--- config.mk ---
export PLATFORM = sky130hd
export DESIGN_NAME = opt_share_unpack_flat
export DESIGN_NICKNAME = d
export VERILOG_FILES = /design/src/rtl/opt_share_unpack_if.sv /design/src/rtl/opt_share_unpack.sv /design/src/flat_wrapper.sv
export SDC_FILE = /design/constraint.sdc
export NUM_CORES = 1
export LEC_CHECK = 0
export CORE_UTILIZATION = 50
export CTS_CLUSTER_SIZE = 25
export DETAILED_ROUTE_END_ITERATION = 8
export GPL_TIMING_DRIVEN = 0
export MAX_ROUTING_LAYER = met4
export PLACE_DENSITY = 0.94
export SKIP_CTS_REPAIR_TIMING = 1
export SYNTH_ARGS = -nofsm -noshare
export SYNTH_HDL_FRONTEND = slang
export SYNTH_SLANG_ARGS = --single-unit
--- constraint.sdc ---
create_clock -name clk -period 6.9 [get_ports clk]
set_input_delay 1.38 -clock clk [delete_from_list [all_inputs] [get_ports clk]]
set_output_delay 1.38 -clock clk [all_outputs]
set_load 0.02 [all_outputs]
--- src/rtl/opt_share_unpack_if.sv ---
// ---------------------------------------------------------------------------
// opt_share_unpack_if
//   Bundles both streams of the unpacker: the packed-word input stream
//   (in_*) and the serialized-field output stream (out_*).
//   Modports:
//     slave  - the unpacker: consumes in_*, produces out_* and in_ready
//     master - the environment: produces in_*, consumes out_*, drives out_ready
//   Parameter:
//     WIDTH  - field width W; the packed word is 3*W bits
// ---------------------------------------------------------------------------
interface opt_share_unpack_if #(
  parameter int WIDTH = 16
);
  logic                 in_valid;
  logic                 in_ready;
  logic [3*WIDTH-1:0]   in_data;
  logic                 in_sel;
  logic                 out_valid;
  logic                 out_ready;
  logic [WIDTH-1:0]     out_data;
  logic [1:0]           out_idx;
  logic                 out_sel;
  logic                 out_last;

  modport slave (
    input  in_valid, in_data, in_sel, out_ready,
    output in_ready, out_valid, out_data, out_idx, out_sel, out_last
  );

  modport master (
    output in_valid, in_data, in_sel, out_ready,
    input  in_ready, out_valid, out_data, out_idx, out_sel, out_last
  );
endinterface

--- src/rtl/opt_share_unpack.sv ---
// ---------------------------------------------------------------------------
// opt_share_unpack
//   Receive-side unpacker for the packed add/sub result word
//   {hi, mid, lo}. Accepts one word per valid/ready handshake into a
//   single-entry holding register and emits it as three WIDTH-bit fields
//   (lo, mid, hi) on a downstream valid/ready stream.
//
//   Ports:
//     clk  - clock, all state on rising edge
//     rst  - asynchronous active-high reset
//     bus  - opt_share_unpack_if.slave (in_* packed input, out_* fields)
//     err  - sticky consistency error (only when OPT_SHARE_UNPACK_CHECK_EN
//            is defined)
//
//   Build option:
//     OPT_SHARE_UNPACK_CHECK_EN - when defined, each accepted word is
//       checked against what the add/sub datapath can produce; violations
//       set err until reset. Fields are forwarded unchanged either way.
// ---------------------------------------------------------------------------
module opt_share_unpack #(
  parameter int WIDTH = 16
) (
  input  logic               clk,
  input  logic               rst,
  opt_share_unpack_if.slave  bus
`ifdef OPT_SHARE_UNPACK_CHECK_EN
  ,
  output logic               err
`endif
);

  typedef enum logic [1:0] {IDLE, S0, S1, S2} state_t;

  state_t               state_q, state_d;
  logic [3*WIDTH-1:0]   hold_q, hold_d;
  logic                 sel_q, sel_d;
  logic [WIDTH-1:0]     field [3];
  logic                 in_ready;
  logic                 accept;
  logic [WIDTH-1:0]     out_data;
  logic [1:0]           out_idx;
  logic                 out_last;

  // Split the held word into its three fields: 0=lo, 1=mid, 2=hi.
  genvar gi;
  generate
    for (gi = 0; gi < 3; gi++) begin : g_field
      assign field[gi] = hold_q[gi*WIDTH +: WIDTH];
    end
  endgenerate

  // A new word may enter when idle, or in the cycle the last field (hi)
  // leaves, which gives back-to-back words with no bubble. Held low
  // during reset so nothing is handshaken while the block is cleared.
  assign in_ready = ~rst & ((state_q == IDLE) | ((state_q == S2) & bus.out_ready));
  assign accept   = bus.in_valid & in_ready;

  always_ff @(posedge clk or posedge rst) begin
    if (rst) begin
      state_q <= IDLE;
      hold_q  <= '0;
      sel_q   <= 1'b0;
    end else begin
      state_q <= state_d;
      hold_q  <= hold_d;
      sel_q   <= sel_d;
    end
  end

  always_comb begin
    state_d = state_q;
    hold_d  = hold_q;
    sel_d   = sel_q;
    if (accept) begin
      hold_d = bus.in_data;
      sel_d  = bus.in_sel;
    end
    case (state_q)
      IDLE:    if (accept) state_d = S0;
      S0:      if (bus.out_ready) state_d = S1;
      S1:      if (bus.out_ready) state_d = S2;
      S2:      if (bus.out_ready) state_d = accept ? S0 : IDLE;
      default: state_d = IDLE;
    endcase
  end

  // Outputs depend only on registered state, never on in_data directly.
  always_comb begin
    out_data = '0;
    out_idx  = 2'd0;
    out_last = 1'b0;
    case (state_q)
      S0: begin
        out_data = field[0];
        out_idx  = 2'd0;
      end
      S1: begin
        out_data = field[1];
        out_idx  = 2'd1;
      end
      S2: begin
        out_data = field[2];
        out_idx  = 2'd2;
        out_last = 1'b1;
      end
      default: ;
    endcase
  end

  assign bus.in_ready  = in_ready;
  assign bus.out_valid = (state_q != IDLE);
  assign bus.out_data  = out_data;
  assign bus.out_idx   = out_idx;
  assign bus.out_sel   = sel_q;
  assign bus.out_last  = out_last;

`ifdef OPT_SHARE_UNPACK_CHECK_EN
  logic             err_q, err_d;
  logic [WIDTH-1:0] chk_lo, chk_hi;
  logic             violation;

  assign chk_lo = bus.in_data[WIDTH-1:0];
  assign chk_hi = bus.in_data[3*WIDTH-1:2*WIDTH];

  // Add form duplicates add_res into hi and lo. Sub form carries
  // add_res and sub_res, whose sum 2a is even, so their LSBs agree.
  assign violation = bus.in_sel ? (chk_hi[0] != chk_lo[0]) : (chk_hi != chk_lo);

  always_comb begin
    err_d = err_q | (accept & violation);
  end

  always_ff @(posedge clk or posedge rst) begin
    if (rst) err_q <= 1'b0;
    else     err_q <= err_d;
  end

  assign err = err_q;
`endif

endmodule

--- src/flat_wrapper.sv ---
// flat-port wrapper written by rule: the top's interface ports become plain ports
module opt_share_unpack_flat 
#(
  parameter int WIDTH = 16
)
  (clk, rst, bus_in_valid, bus_in_data, bus_in_sel, bus_out_ready, bus_in_ready, bus_out_valid, bus_out_data, bus_out_idx, bus_out_sel, bus_out_last);
  opt_share_unpack_if #(.WIDTH(WIDTH)) bus_i ();
  input  logic clk;
  input  logic rst;
  input wire logic [$bits(bus_i.in_valid)-1:0] bus_in_valid;
  input wire logic [$bits(bus_i.in_data)-1:0] bus_in_data;
  input wire logic [$bits(bus_i.in_sel)-1:0] bus_in_sel;
  input wire logic [$bits(bus_i.out_ready)-1:0] bus_out_ready;
  output wire logic [$bits(bus_i.in_ready)-1:0] bus_in_ready;
  output wire logic [$bits(bus_i.out_valid)-1:0] bus_out_valid;
  output wire logic [$bits(bus_i.out_data)-1:0] bus_out_data;
  output wire logic [$bits(bus_i.out_idx)-1:0] bus_out_idx;
  output wire logic [$bits(bus_i.out_sel)-1:0] bus_out_sel;
  output wire logic [$bits(bus_i.out_last)-1:0] bus_out_last;
  assign bus_i.in_valid = bus_in_valid;
  assign bus_i.in_data = bus_in_data;
  assign bus_i.in_sel = bus_in_sel;
  assign bus_i.out_ready = bus_out_ready;
  assign bus_in_ready = bus_i.in_ready;
  assign bus_out_valid = bus_i.out_valid;
  assign bus_out_data = bus_i.out_data;
  assign bus_out_idx = bus_i.out_idx;
  assign bus_out_sel = bus_i.out_sel;
  assign bus_out_last = bus_i.out_last;
  opt_share_unpack #(.WIDTH(WIDTH)) u_core (.clk(clk), .rst(rst), .bus(bus_i));
endmodule
==> qor.tcl <==
set qor(syn-cell-area_mm2) 0.00238
set qor(path_common_cell) {sky130_fd_sc_hd__clkdlybuf4s50_1}
set qor(totalNegativeSetupSlack_ns) 0
set qor(global_route_wire_length_before_repair_um) 8980
set qor(slew-limit-headroom_pct) 65.5
set qor(timing.hold.worst.class) {register to register}
set qor(detail_route.first_pass.iterations) 6
set qor(clock_sinks) 51
set qor(cts_tree) {yes}
set qor(wl_per_cell_um) 17.8
set qor(placed_cell_count) 298
set qor(synthesis.area_per_instance_um2) 13.9
set qor(num_rows) 24
set qor(power_frac_seq_pct) 35.8
set qor(layout_setup_ws_ns) 2.29
set qor(grt_start_max_net_pins) 33
set qor(power.net_switching_mw) 0.548
set qor(kind_of_launch_point_of_the_worst_setup_path) {primary input}
set qor(grt_overflow) 0
set qor(cellInternalPower_mw) 0.967
set qor(layout_commonest_cell) {sky130_fd_sc_hd__clkdlybuf4s50_1}
set qor(timing.fmax_mhz) 217
set qor(post-route-period-util_pct) 66.9
set qor(antenna_left) 0
set qor(ctsHtreeMaxLevel) 2
set qor(cp_data_required_time_ns) 5.52
set qor(dp_worst_setup_slack_ns) 2.24
set qor(drv_cap) 0
set qor(dieWidth_um) 71.0
set qor(yosys_warnings) 0
set qor(ir_worst_vdd_mv) 0.303
set qor(cp-end-kind) {output pin}
set qor(critPathSlowestCell) {sky130_fd_sc_hd__clkdlybuf4s50_1}
set qor(hpwlAfterDp_um) 3980
set qor(finalWorstPathRequiredPeriod_ns) 4.61
set qor(initial_cell_density_of_the_core_pct) 53.3
set qor(detail_route.iter0.violations) 137
set qor(hold_viol) 0
set qor(report.final.slew_viol_count) 0
set qor(syn_to_final_growth_pct) 38.8
set qor(layout.cells.non_filler) 306
set qor(place_congestion) 0.749
set qor(status) {finished, violations left}
set qor(syn_nets) 231
set qor(clkLatencyLatePin_ns) 0.30
set qor(postSynthCellCount) 171
set qor(timing_worst_setup_path_type) {primary input to output pin}
set qor(portBuffers) 74
set qor(grt_usage_pct) 24.0
set qor(clk_pin_slew_ns) 0.08
set qor(violations_in_the_final_reports) {DRC}
set qor(power.clock.fraction_pct) 12.1
set qor(path_cells) {clkdlybuf4s50_1 > inv_2 > buf_12 > and2_1 > clkdlybuf4s50_1}
set qor(switching_fraction_of_total_power_pct) 36.2
set qor(drt_drc_violations_left) 5
set qor(rsz0062_at_grt) {no}
set qor(detail_route.vias_per_cell) 5.67
set qor(worst-slew-pin-transition_ns) 0.518
set qor(totalWireLength_um) 5430
set qor(initial_antenna_violation_count) 0
set qor(die_h_um) 71.0
set qor(cts_root_buf) {sky130_fd_sc_hd__clkbuf_8}
set qor(share_comb_of_total_power_pct) 52.1
set qor(synth_seq_cells) 51
set qor(crit_fanout) 32
set qor(max_stage_delay_ns) 0.60
set qor(arrival_time_of_data_at_the_critical_path_endpoint_ns) 3.23
set qor(power_density_mw_per_mm2) 458
set qor(clock_path_buffers) 2
set qor(cellLeakagePower_nw) 1.40
set qor(layout.cells.most_common_list) {74 x sky130_fd_sc_hd__clkdlybuf4s50_1, 51 x sky130_fd_sc_hd__dfrtp_1, 40 x sky130_fd_sc_hd__mux2_2}
set qor(dr_total_vias) 1736
set qor(fill_cells) 299
set qor(timing.final.setup_violations) 0
set qor(layout-drive-gt1-share_pct) 26.0
set qor(core-area_mm2) 0.00447
set qor(yosysSeqAreaShare_pct) 53.5
set qor(post_synth_num_cell_types) 22
set qor(design.portCount) 75
set qor(antenna_cells) 0
set qor(die-area_mm2) 0.00505
set qor(vias_in_the_first_global_route) 1904
set qor(finalCoreUtilization_pct) 74.0
set qor(skew_ns) 0.00587
set qor(nets) 313
set qor(clock_buffer_count_from_cts) 5
==> cell usage after synthesis <==
| master | instances | area, um^2 |
|---|---|---|
| sky130_fd_sc_hd__and3_4 | 1 | 11.3 |
| sky130_fd_sc_hd__mux2_2 | 40 | 450 |
| sky130_fd_sc_hd__nor2_1 | 16 | 60.1 |
| sky130_fd_sc_hd__buf_6 | 2 | 22.5 |
| sky130_fd_sc_hd__nand2b_1 | 1 | 6.26 |
| sky130_fd_sc_hd__inv_1 | 4 | 15.0 |
| sky130_fd_sc_hd__a21o_1 | 2 | 15.0 |
| sky130_fd_sc_hd__nor3_1 | 1 | 5.00 |
| sky130_fd_sc_hd__and2_1 | 2 | 12.5 |
| sky130_fd_sc_hd__a222oi_1 | 16 | 160 |
| sky130_fd_sc_hd__ha_1 | 7 | 87.6 |
| sky130_fd_sc_hd__o221ai_1 | 2 | 17.5 |
| sky130_fd_sc_hd__buf_1 | 1 | 3.75 |
| sky130_fd_sc_hd__o32ai_1 | 1 | 8.76 |
| sky130_fd_sc_hd__nand3_1 | 1 | 5.00 |
| sky130_fd_sc_hd__clkbuf_1 | 7 | 26.3 |
| sky130_fd_sc_hd__nor2b_1 | 1 | 6.26 |
| sky130_fd_sc_hd__buf_2 | 3 | 15.0 |
| sky130_fd_sc_hd__a2bb2oi_1 | 1 | 8.76 |
| sky130_fd_sc_hd__dfrtp_1 | 51 | 1280 |
| sky130_fd_sc_hd__buf_12 | 1 | 20.0 |
| sky130_fd_sc_hd__mux2_4 | 10 | 150 |
==> flip-flops by register name, indices dropped and copies added (netlist names) <==
register	flops
u_core.hold_q	48
u_core.state_q	2
u_core.bus.out_sel	1
==> worst paths after layout <==
| path | to | cells after the start | from | slack (ns) |
|---|---|---|---|---|
| max | bus_in_ready | 5 | rst | 2.29 |
| min | u_core.hold_q[39] | 1 | u_core.hold_q[39] | 0.51 |
| max reg2reg | u_core.state_q[1] | 6 | u_core.state_q[0] | 4.77 |
| min reg2reg | u_core.hold_q[39] | 1 | u_core.hold_q[39] | 0.51 |
| max in group asynchronous | u_core.hold_q[0] | 3 | rst | 4.92 |
| min in group asynchronous | u_core.state_q[1] | 2 | rst | 1.45 |
==> power by group through the flow <==
| stage | registers, mW | logic [mW] | clock network, mW |
|---|---|---|---|
| after floorplan | 0.521 | 0.515 | 0 |
| after global placement | 0.536 | 0.765 | 0 |
| after detailed placement | 0.547 | 0.791 | 0 |
| after CTS | 0.542 | 0.795 | 0.188 |
| after global routing | 0.563 | 0.848 | 0.202 |
| final | 0.543 | 0.789 | 0.183 |
==> area by class of cell <==
class	instances	area (um^2)	area share, %
clock buffers	8	100	3.02
multi-input cells	102	1000	30.4
repair buffers	75	761	23.0
inverters	4	15.0	0.454
flip-flops and latches	51	1280	38.6
plain buffers	14	87.6	2.65
well taps	52	65.1	1.97
==> metrics by stage <==
step | hold WS, ns | instance area, um^2 | power [mW]
after floorplan | 0.480 | 2380 | 1.04
after global placement | 0.489 | 3190 | 1.30
after detailed placement | 0.493 | 3210 | 1.34
after CTS | 0.518 | 3310 | 1.53
after global routing | 0.529 | 3310 | 1.61
final | 0.514 | 3310 | 1.51
==> per-layer routing <==
| layer | vias to the layer above | routed length, um | GRT usage (%) |
|---|---|---|---|
| met5 | - | 0 | - |
| met4 | 0 | 51 | 6.67 |
| met3 | 6 | 260 | 3.99 |
| met2 | 61 | 2750 | 39.4 |
| met1 | 870 | 2370 | 31.1 |
| li1 | 799 | - | - |
==> worst max-delay path: cells and delay by family <==
| kind | cells | cell delay [ns] |
|---|---|---|
| buffers and inverters | 4 | 1.69 |
| AND/OR/NAND/NOR | 1 | 0.16 |
==> kinds of logic after synthesis <==
group / count (synthesis) / synth area share (%)
buffers and inverters: 18 / 4.30
muxes: 50 / 25.2
AOI/OAI and AO/OA: 22 / 8.82
DFF: 51 / 53.5
and+or+nand+nor: 23 / 4.46
adders and majority gates: 7 / 3.67
Power figures use the tool's default switching activity.
